File: config.mk
export PLATFORM = sky130hd
export DESIGN_NAME = mem_stage
export DESIGN_NICKNAME = d
export VERILOG_FILES = /design/src/rtl/nqcpu_pkg.sv /design/src/rtl/mem_lane_align.sv /design/src/rtl/mem_stage.sv
export SDC_FILE = /design/constraint.sdc
export NUM_CORES = 1
export LEC_CHECK = 0
export CORE_MARGIN = 3
export CORE_UTILIZATION = 40
export DETAILED_ROUTE_END_ITERATION = 8
export PLACE_DENSITY = 0.7
export SKIP_CTS_REPAIR_TIMING = 1
export SYNTH_ARGS = -nofsm -noshare
export SYNTH_HDL_FRONTEND = slang
export SYNTH_SLANG_ARGS = --single-unit
File: constraint.sdc
create_clock -name clk -period 5.1 [get_ports clk]
set_clock_uncertainty 0.2 [all_clocks]
set_input_delay 0.765 -clock clk [delete_from_list [all_inputs] [get_ports clk]]
set_output_delay 0.765 -clock clk [all_outputs]
set_load 0.01 [all_outputs]
File: src/rtl/nqcpu_pkg.sv
// Shared types and constants for the nqcpu memory stage.
package nqcpu_pkg;

  // Memory stage FSM states.
  typedef enum logic [1:0] {
    ST_IDLE = 2'd0,
    ST_REQ  = 2'd1,
    ST_FIN  = 2'd2
  } state_e;

  // Bit positions inside the 4-bit mem-op flag vector {rd_b, rd_w, wr_b, wr_w}.
  localparam int unsigned OP_WR_W = 0;
  localparam int unsigned OP_WR_B = 1;
  localparam int unsigned OP_RD_W = 2;
  localparam int unsigned OP_RD_B = 3;

  // Byte-lane enables {hi, lo}; lanes are little-endian.
  localparam logic [1:0] BE_LO = 2'b01;
  localparam logic [1:0] BE_HI = 2'b10;
  localparam logic [1:0] BE_W  = 2'b11;

  // Number of op flags raised; more than one is an illegal request.
  function automatic logic [2:0] op_count(input logic [3:0] flags);
    logic [2:0] n;
    n = 3'd0;
    for (int i = 0; i < 4; i++) begin
      n = n + {2'b00, flags[i]};
    end
    return n;
  endfunction

endpackage

File: src/rtl/mem_lane_align.sv
// Lane steering between the 16-bit data bus and byte/word requests.
module mem_lane_align
  import nqcpu_pkg::*;
(
  input  logic        addr0,      // byte address bit 0 of the captured request
  input  logic        word,       // 1 = word access, 0 = byte access
  input  logic [15:0] wdata,      // captured store data
  input  logic [15:0] rdata,      // raw bus read data
  output logic [1:0]  be,
  output logic [15:0] bus_wdata,
  output logic [15:0] rf_data,
  output logic        rf_hb,
  output logic        rf_lb
);

  // Byte stores replicate the low byte on both lanes so the enabled lane carries it;
  // byte loads pull the addressed lane down into the low byte, zero-extended.
  always_comb begin
    be        = BE_W;
    bus_wdata = wdata;
    rf_data   = rdata;
    rf_hb     = 1'b1;
    rf_lb     = 1'b1;
    if (!word) begin
      be        = addr0 ? BE_HI : BE_LO;
      bus_wdata = {wdata[7:0], wdata[7:0]};
      rf_data   = {8'h00, (addr0 ? rdata[15:8] : rdata[7:0])};
      rf_hb     = 1'b0;
    end
  end

endmodule

File: src/rtl/mem_stage.sv
// Load/store stage: one bus_req/bus_ack transaction per accepted en, with timeout abort,
// illegal-request faulting and load writeback to the register file.
//
// Bus handshake: bus_req rises in the first REQ cycle and stays high, with bus_addr,
// bus_we, bus_be and bus_wdata held stable, until bus_ack is sampled high on a rising
// edge (read data is taken from bus_rdata in that same cycle) or the timeout expires.
// bus_ack outside REQ has no effect.
module mem_stage
  import nqcpu_pkg::*;
#(
  parameter int unsigned TIMEOUT = 255  // REQ cycles without ack before abort; 0 = never
) (
  input  logic        clk,
  input  logic        rst_n,
  input  logic        en,
  input  logic        rd_b,
  input  logic        rd_w,
  input  logic        wr_b,
  input  logic        wr_w,
  input  logic [15:0] addr,
  input  logic [15:0] wdata,
  input  logic [2:0]  reg_dest,
  input  logic [15:0] pc_in,
  output logic        busy,
  output logic        done,
  output logic        fault,
  output logic [15:0] fault_pc,
  output logic        bus_req,
  output logic        bus_we,
  output logic [15:0] bus_addr,
  output logic [1:0]  bus_be,
  output logic [15:0] bus_wdata,
  input  logic        bus_ack,
  input  logic [15:0] bus_rdata,
  output logic        rf_we,
  output logic [2:0]  rf_dest,
  output logic [15:0] rf_data,
  output logic        rf_hb,
  output logic        rf_lb,
  output logic [1:0]  dbg_state
);

  localparam int unsigned CW = (TIMEOUT < 2) ? 1 : $clog2(TIMEOUT + 1);

  state_e        state_q;
  logic [15:0]   addr_q;
  logic [15:0]   wdata_q;
  logic [2:0]    dest_q;
  logic [15:0]   pc_q;
  logic          word_q;
  logic          we_q;
  logic          load_q;
  logic [CW-1:0] cnt_q;
  logic          bus_req_q;
  logic          done_q;
  logic          fault_q;
  logic [15:0]   fault_pc_q;
  logic          rf_we_q;
  logic [2:0]    rf_dest_q;
  logic [15:0]   rf_data_q;
  logic          rf_hb_q;
  logic          rf_lb_q;

  logic [3:0]    flags;
  logic [2:0]    n_ops;
  logic          word_in;
  logic          illegal;
  logic          timeout_hit;

  logic [1:0]    al_be;
  logic [15:0]   al_wdata;
  logic [15:0]   al_rf_data;
  logic          al_rf_hb;
  logic          al_rf_lb;

  assign flags   = {rd_b, rd_w, wr_b, wr_w};
  assign n_ops   = op_count(flags);
  assign word_in = flags[OP_RD_W] | flags[OP_WR_W];
  assign illegal = (n_ops > 3'd1) || ((n_ops == 3'd1) && word_in && addr[0]);

  // True in the REQ cycle that completes TIMEOUT consecutive cycles without ack.
  assign timeout_hit = (TIMEOUT != 0) && ((32'(cnt_q) + 32'd1) == TIMEOUT);

  mem_lane_align u_align (
    .addr0     (addr_q[0]),
    .word      (word_q),
    .wdata     (wdata_q),
    .rdata     (bus_rdata),
    .be        (al_be),
    .bus_wdata (al_wdata),
    .rf_data   (al_rf_data),
    .rf_hb     (al_rf_hb),
    .rf_lb     (al_rf_lb)
  );

  // FSM, captured request, timeout counter and registered completion outputs.
  always_ff @(posedge clk or negedge rst_n) begin
    if (!rst_n) begin
      state_q    <= ST_IDLE;
      addr_q     <= '0;
      wdata_q    <= '0;
      dest_q     <= '0;
      pc_q       <= '0;
      word_q     <= 1'b0;
      we_q       <= 1'b0;
      load_q     <= 1'b0;
      cnt_q      <= '0;
      bus_req_q  <= 1'b0;
      done_q     <= 1'b0;
      fault_q    <= 1'b0;
      fault_pc_q <= '0;
      rf_we_q    <= 1'b0;
      rf_dest_q  <= '0;
      rf_data_q  <= '0;
      rf_hb_q    <= 1'b0;
      rf_lb_q    <= 1'b0;
    end else begin
      done_q  <= 1'b0;
      fault_q <= 1'b0;
      rf_we_q <= 1'b0;
      case (state_q)
        ST_IDLE: begin
          if (en) begin
            pc_q   <= pc_in;
            dest_q <= reg_dest;
            if (illegal) begin
              state_q    <= ST_FIN;
              done_q     <= 1'b1;
              fault_q    <= 1'b1;
              fault_pc_q <= pc_in;
            end else if (n_ops == 3'd0) begin
              state_q <= ST_FIN;
              done_q  <= 1'b1;
            end else begin
              state_q   <= ST_REQ;
              bus_req_q <= 1'b1;
              addr_q    <= addr;
              wdata_q   <= wdata;
              word_q    <= word_in;
              we_q      <= flags[OP_WR_B] | flags[OP_WR_W];
              load_q    <= flags[OP_RD_B] | flags[OP_RD_W];
              cnt_q     <= '0;
            end
          end
        end
        ST_REQ: begin
          if (bus_ack) begin
            // Ack beats a timeout landing in the same cycle.
            bus_req_q <= 1'b0;
            state_q   <= ST_FIN;
            done_q    <= 1'b1;
            if (load_q) begin
              rf_we_q   <= 1'b1;
              rf_dest_q <= dest_q;
              rf_data_q <= al_rf_data;
              rf_hb_q   <= al_rf_hb;
              rf_lb_q   <= al_rf_lb;
            end
          end else if (timeout_hit) begin
            bus_req_q  <= 1'b0;
            state_q    <= ST_FIN;
            done_q     <= 1'b1;
            fault_q    <= 1'b1;
            fault_pc_q <= pc_q;
          end else begin
            cnt_q <= cnt_q + 1'b1;
          end
        end
        ST_FIN: begin
          state_q   <= ST_IDLE;
          rf_dest_q <= '0;
          rf_data_q <= '0;
          rf_hb_q   <= 1'b0;
          rf_lb_q   <= 1'b0;
        end
        default: state_q <= ST_IDLE;
      endcase
    end
  end

  // Bus fields are only driven while a request is outstanding.
  assign bus_req   = bus_req_q;
  assign bus_we    = bus_req_q & we_q;
  assign bus_addr  = bus_req_q ? {addr_q[15:1], 1'b0} : 16'h0000;
  assign bus_be    = bus_req_q ? al_be : 2'b00;
  assign bus_wdata = bus_req_q ? al_wdata : 16'h0000;

  assign busy      = (state_q != ST_IDLE);
  assign done      = done_q;
  assign fault     = fault_q;
  assign fault_pc  = fault_pc_q;
  assign rf_we     = rf_we_q;
  assign rf_dest   = rf_dest_q;
  assign rf_data   = rf_data_q;
  assign rf_hb     = rf_hb_q;
  assign rf_lb     = rf_lb_q;
  assign dbg_state = state_q;

endmodule

After elaboration in Yosys (flattened, before gate mapping)
Cells that the tools add are included. W data, S select, Z words.

Output and inout bits: 79. Input port bits: 75. Register bits after elaboration: 105. Word-level logic and storage cells: 116.

Magnitude comparators: 1. Add/sub/neg operators: 5. Reduce and logical (&&, ||, !) cells: 15. Bitwise operators: 6. Muxes and demuxes: 57. Equality and inequality tests: 14.

Operators by type and width (count): $mux W16 (10); $pmux W16 S2 (2); $mux W8 (6); $mux W1 (21); $ne A2 B2 Y1 const B (9); $mux W2 (8); $pmux W8 S2 (1); $pmux W1 S2 (5); $reduce_and A5 Y1 (2); $add A8 B1 Y9 const B (1); $eq A9 B8 Y1 const B (1); $add A8 B1 Y8 const B (1); $mux W3 (2); $pmux W3 S2 (1); $reduce_and A6 Y1 (1); $reduce_bool A2 Y1 (3); $pmux W2 S2 (1); $reduce_and A2 Y1 (2); $reduce_and A4 Y1 (1); $add A2 B1 Y3 (1); $add A3 B1 Y3 (1); $eq A3 B1 Y1 const B (1); $gt A3 B1 Y1 const B (1); $logic_not A3 Y1 (1); 11 further kinds (15).

Depth between registers and ports, before layout
Depth after elaboration: 10. Depth in mapped cells: 13. Depth with buffers taken out: 11.

Hierarchy
A second synthesis with hierarchy kept.

Cells, all modules: 394. Area, all modules: 5074.9 um^2.

By module, submodules not included: mem_stage (cells an instance 354, seq. area each 2627.5 um^2, instances 1, area an instance 4689.5 um^2); mem_lane_align (cells an instance 40, seq. area each 0.0 um^2, instances 1, area an instance 385.4 um^2).

Worst setup path after synthesis
Ideal clock, no wire load.

Kind: input to register. From: in rd_b. To: reg addr_q[10]. Stages on the path: 12. Data required time: 4.775 ns. Setup slack: 1.762 ns. Buffers on the path: 2. Arrival time: 3.013 ns. Setup time: 0.125 ns. Path through: inv_1 -> fa_1 -> inv_1 -> ha_1 -> inv_1 -> ha_1 -> nor2_1 -> and3_1 -> o21a_1 -> buf_2 -> buf_2 -> mux2_2.

Word-level cells in the longest chain between the ends: 7. Elaborated cells between the ends (all ways): 10. Those cells by class: 1 x add/sub; 1 x order compare; 1 x eq/ne; 2 x bitwise; 5 x reduce/logical.

Ends and longest elaborated chain: start, declared (RTL line mem_stage.sv:16) `input logic rd_b,`; $add A3 B1 Y3 (*) (RTL line nqcpu_pkg.sv:27) `n = n + {2'b00, flags[i]};`; branches (longest 5 deep; another with $gt A3 B1 Y1); $reduce_and A4 Y1 (no line) (*); end signal, assigned (RTL line mem_stage.sv:137) `addr_q <= addr;`; end, declared (RTL line mem_stage.sv:46) `logic [15:0] addr_q;`.

Mark *: on every way between the ends. A chain may end at the register's enable or synchronous reset.

Worst setup path after layout
From: in wr_w. To: reg wdata_q[12].

Word-level cells in the longest chain between the ends: 9. Elaborated cells between the ends (all ways): 13. Those cells by class: 3 x add/sub; 1 x order compare; 1 x eq/ne; 3 x bitwise; 5 x reduce/logical.

Ends and longest elaborated chain: start, declared (RTL line mem_stage.sv:19) `input logic wr_w,`; branches (longest 8 deep; another with $add A2 B1 Y3); $reduce_and A4 Y1 (no line) (*); end signal, assigned (RTL line mem_stage.sv:138) `wdata_q <= wdata;`; end, declared (RTL line mem_stage.sv:47) `logic [15:0] wdata_q;`.

Marks and branches as above.

==> results.md <==
- DR WL/cell: 16.33 um
- Cell area after layout: 6874 sq um
- Clk Latency, worst-skew pair: 340 ps
- First-pass detailed-route iteration total: 7
- HP Class: input port to asynchronous set/reset pin
- Fin crit share: 71.70%
- WL met1: 4.922 mm
- Status: finished clean
- Clock root cell: clkbuf_16
- Starting density of the core: a little over two fifths
- Met3 Wirelength: 683 um
- Top cell type's share of synthesized area: 53.15%
- Residual DRC: 0
- Syn Area/Cell: 12.00 sq um
- Post-synth EDFFs: 0
- FP Rows: 39
- Post-DP HPWL: 8.660 mm
- Rel. slew slack: roughly 16%
- Sum Neg Setup Slack: 0 ps
- Net Count, Synth: 494
- Placed cell count: 710
- Syn Std Cell Area: between 4000 and 5000 sq um
- Tot GR Track Use: 17.41%
- Antenna violations before repair: 0
- Crit Reg-Reg Endpoint: fault_pc[0]
- Syn Inst Count: 412
- Worst EP required: 5130 ps
- Count of cell types in the netlist: 45
- Worst vdd ir: about 0.21 mV
- Compound-Gate Fraction of Synth Area: 5.796%
- CTS tree: yes
- Core box area: 11,760 sq um
- Worst setup SP type: input port
- CTS sink cnt: 105
- Synth top area cells: dfrtp_1, mux2_2, mux2i_1
- Post-synthesis mux area share: a little under a quarter
- Detail Route met2 WL: 5.997 mm
- Dpl cell area: 6588 sq um
- Flops & latches, synth: 105
- Largest net degree at the start of global routing: 55
- Reg2reg path depth: 6
- Measured slew at the worst slew-check pin: around 1300 ps
- RePlAce Congestion: about 0.86
- FFs w/ async S/R, synth: 100.0%
- Synth Area in Adders: 1.924%
- Post-Layout Cell Count: 726
- Final-report setup violation count: 0
- # IOs: around 150
- Top layer in use: met4
- Final Hold Viols: 0
- First-pass GRT wire length: 18.70 mm
- Max clock buf depth: 2
- DIE AREA: 13,730 sq um
- Leakage power: approximately 3.0 nW
- PwrDens: approximately 550 nW/um^2
- Via density per instance: around 5.1
- Synth Warn #: 0
- MaxCap Viol Count: 0
- Min Clock Period, post-route: 3657 ps
- Largest family of logic cells by synthesized area: multiplexers
- Via count: 3,678
- Synthesis-to-finish area growth: 39.05%
- Port Buffers: 152
- Setup slack, reg-to-reg: 1970 ps
- Chip height: 117.2 um
- GR Overflow Total: 0
- CP Capture Type: register
- Fillers: 1,013
- Final WL: 11.85 mm
- Worst Path Max Fanout: 37
- Critical path type: input port to register
- Die W: between 100 and 150 um
- CTS buffer count: 9
- Nets: 639
- H-tree depth: 3
- Synth Area in Simple Gates: 12.05%
- Post-synth top flop: dfrtp_1
- Max Slew Vio Count: 0
- Crit path DAT: 3680 ps
- DRT antenna net count: 0
- Final antenna diode count: 0
- XOR/XNOR Fraction of Synth Area: 0.3543%
- RSZ-0062 raised after global routing: false
- Clk slew on worst S/H paths: 80 ps
- Vias in the first global route: between 3,000 and 4,000
- Worst reg2reg path startpoint: cnt_q[0]
- Leading area contributor after synthesis: dfrtp_1
- Max Clock Freq: 273.5 MHz
- Share of cells above drive strength 1: 20.11%
- Detailed Route Iter0 Violations: approximately 240
- Post-synthesis sequential area ratio: 53.15%
==> cells in the mapped netlist (all sizes together), types with 2 or more instances <==
cell     number
a21oi        12
nand2        26
or3           2
a211oi        8
nand2b        5
a22o          2
xor2          2
nor2b         2
mux2         83
clkbuf       12
a31oi         2
o221ai        2
and2         25
o2111ai       2
o211ai        2
nand4         4
o21ai         8
dfrtp       105
nand3        17
or2           3
inv          13
mux2i        18
buf          11
ha            6
nor2         27
nor3          2
==> worst max path at each step <==
stage                     startpoint           to  cells past startpoint
after floorplan                 rd_b   addr_q[10]                     12
after global placement          rd_b    addr_q[4]                     12
final                           wr_w  wdata_q[12]                     12
after detailed placement        rd_w  wdata_q[12]                     12
after global routing            rd_b   addr_q[15]                     12
after CTS                       rd_w   addr_q[13]                     12
==> flip-flops by register name, summed over array words and instances (netlist names), 2 cells and up <==
register / flops
addr_q: 16
cnt_q: 8
wdata_q: 16
pc_q: 16
dbg_state: 2
fault_pc: 16
rf_data: 16
rf_dest: 3
dest_q: 3
==> cell usage in the layout, fill, tap and decap left out, drive strengths merged, types with 3 or more instances in the layout <==
| master | count |
|---|---|
| clkdlybuf4s50 | 151 |
| dfrtp | 105 |
| mux2 | 83 |
| nor2 | 27 |
| nand2 | 26 |
| and2 | 25 |
| mux2i | 18 |
| nand3 | 17 |
| inv | 17 |
| a21oi | 12 |
| clkbuf | 10 |
| a211oi | 8 |
| o21ai | 8 |
| ha | 6 |
| buf | 6 |
| nand2b | 5 |
| nand4 | 4 |
| or2 | 3 |
==> worst max-delay path, stage by stage <==
cell and delay, ps:
clkdlybuf4s50_1 510, inv_1 80, fa_1 480, inv_1 50, ha_1 190, inv_1 60
ha_1 220, nor2_1 200, and3_1 210, o21a_1 110, buf_4 400, mux2_2 390
==> kinds of logic after synthesis <==
family | after synthesis
AOI/OAI and AO/OA | 42
adders and majority gates | 7
other | 1
and+or+nand+nor | 118
muxes | 101
xor gates and xnor gates | 2
buffers and inverters | 36
DFF | 105
==> through the flow <==
| stage | hold WS [ps] | utilization [%] | setup WS [ps] | total power (W) |
|---|---|---|---|---|
| global placement | 254.0 | 56.02 | 1179 | 0.003135 |
| detailed placement | 265.5 | 56.02 | 1097 | 0.003184 |
| global route | 290.3 | 58.45 | 1254 | 0.004057 |
| finish | 250.0 | 58.45 | 1443 | 0.003811 |
| CTS | 266.4 | 58.45 | 1452 | 0.003869 |
| floorplan | 233.1 | - | 1762 | 0.002286 |
==> layout make-up <==
type                            count  area, sq um  share of cell area (%)
Clock inverter                      6        57.56                  0.8373
Inverter                           13        48.80                  0.7099
Timing Repair Buffer              157         1556                   22.64
Clock buffer                       10        229.0                   3.331
Multi-Input combinational cell    271         2150                   31.27
Tap cell                          164        205.2                   2.985
Sequential cell                   105         2628                   38.22
==> metal layers <==
layer	vias to the layer above	GRT usage [%]
met2	121	30.02
met4	0	6.116
li1	1715	-
met3	14	4.422
met5	-	0
met1	1828	21.16
==> where the power goes <==
part	leakage, nW	internal, W	switching (W)
Combinational	1.52	0.00106	0.000692
Clock	0.141	0.000344	0.000324
Sequential	1.30	0.00118	0.000213
Total	2.96	0.00258	0.00123
(Power assumes the default switching activity.)
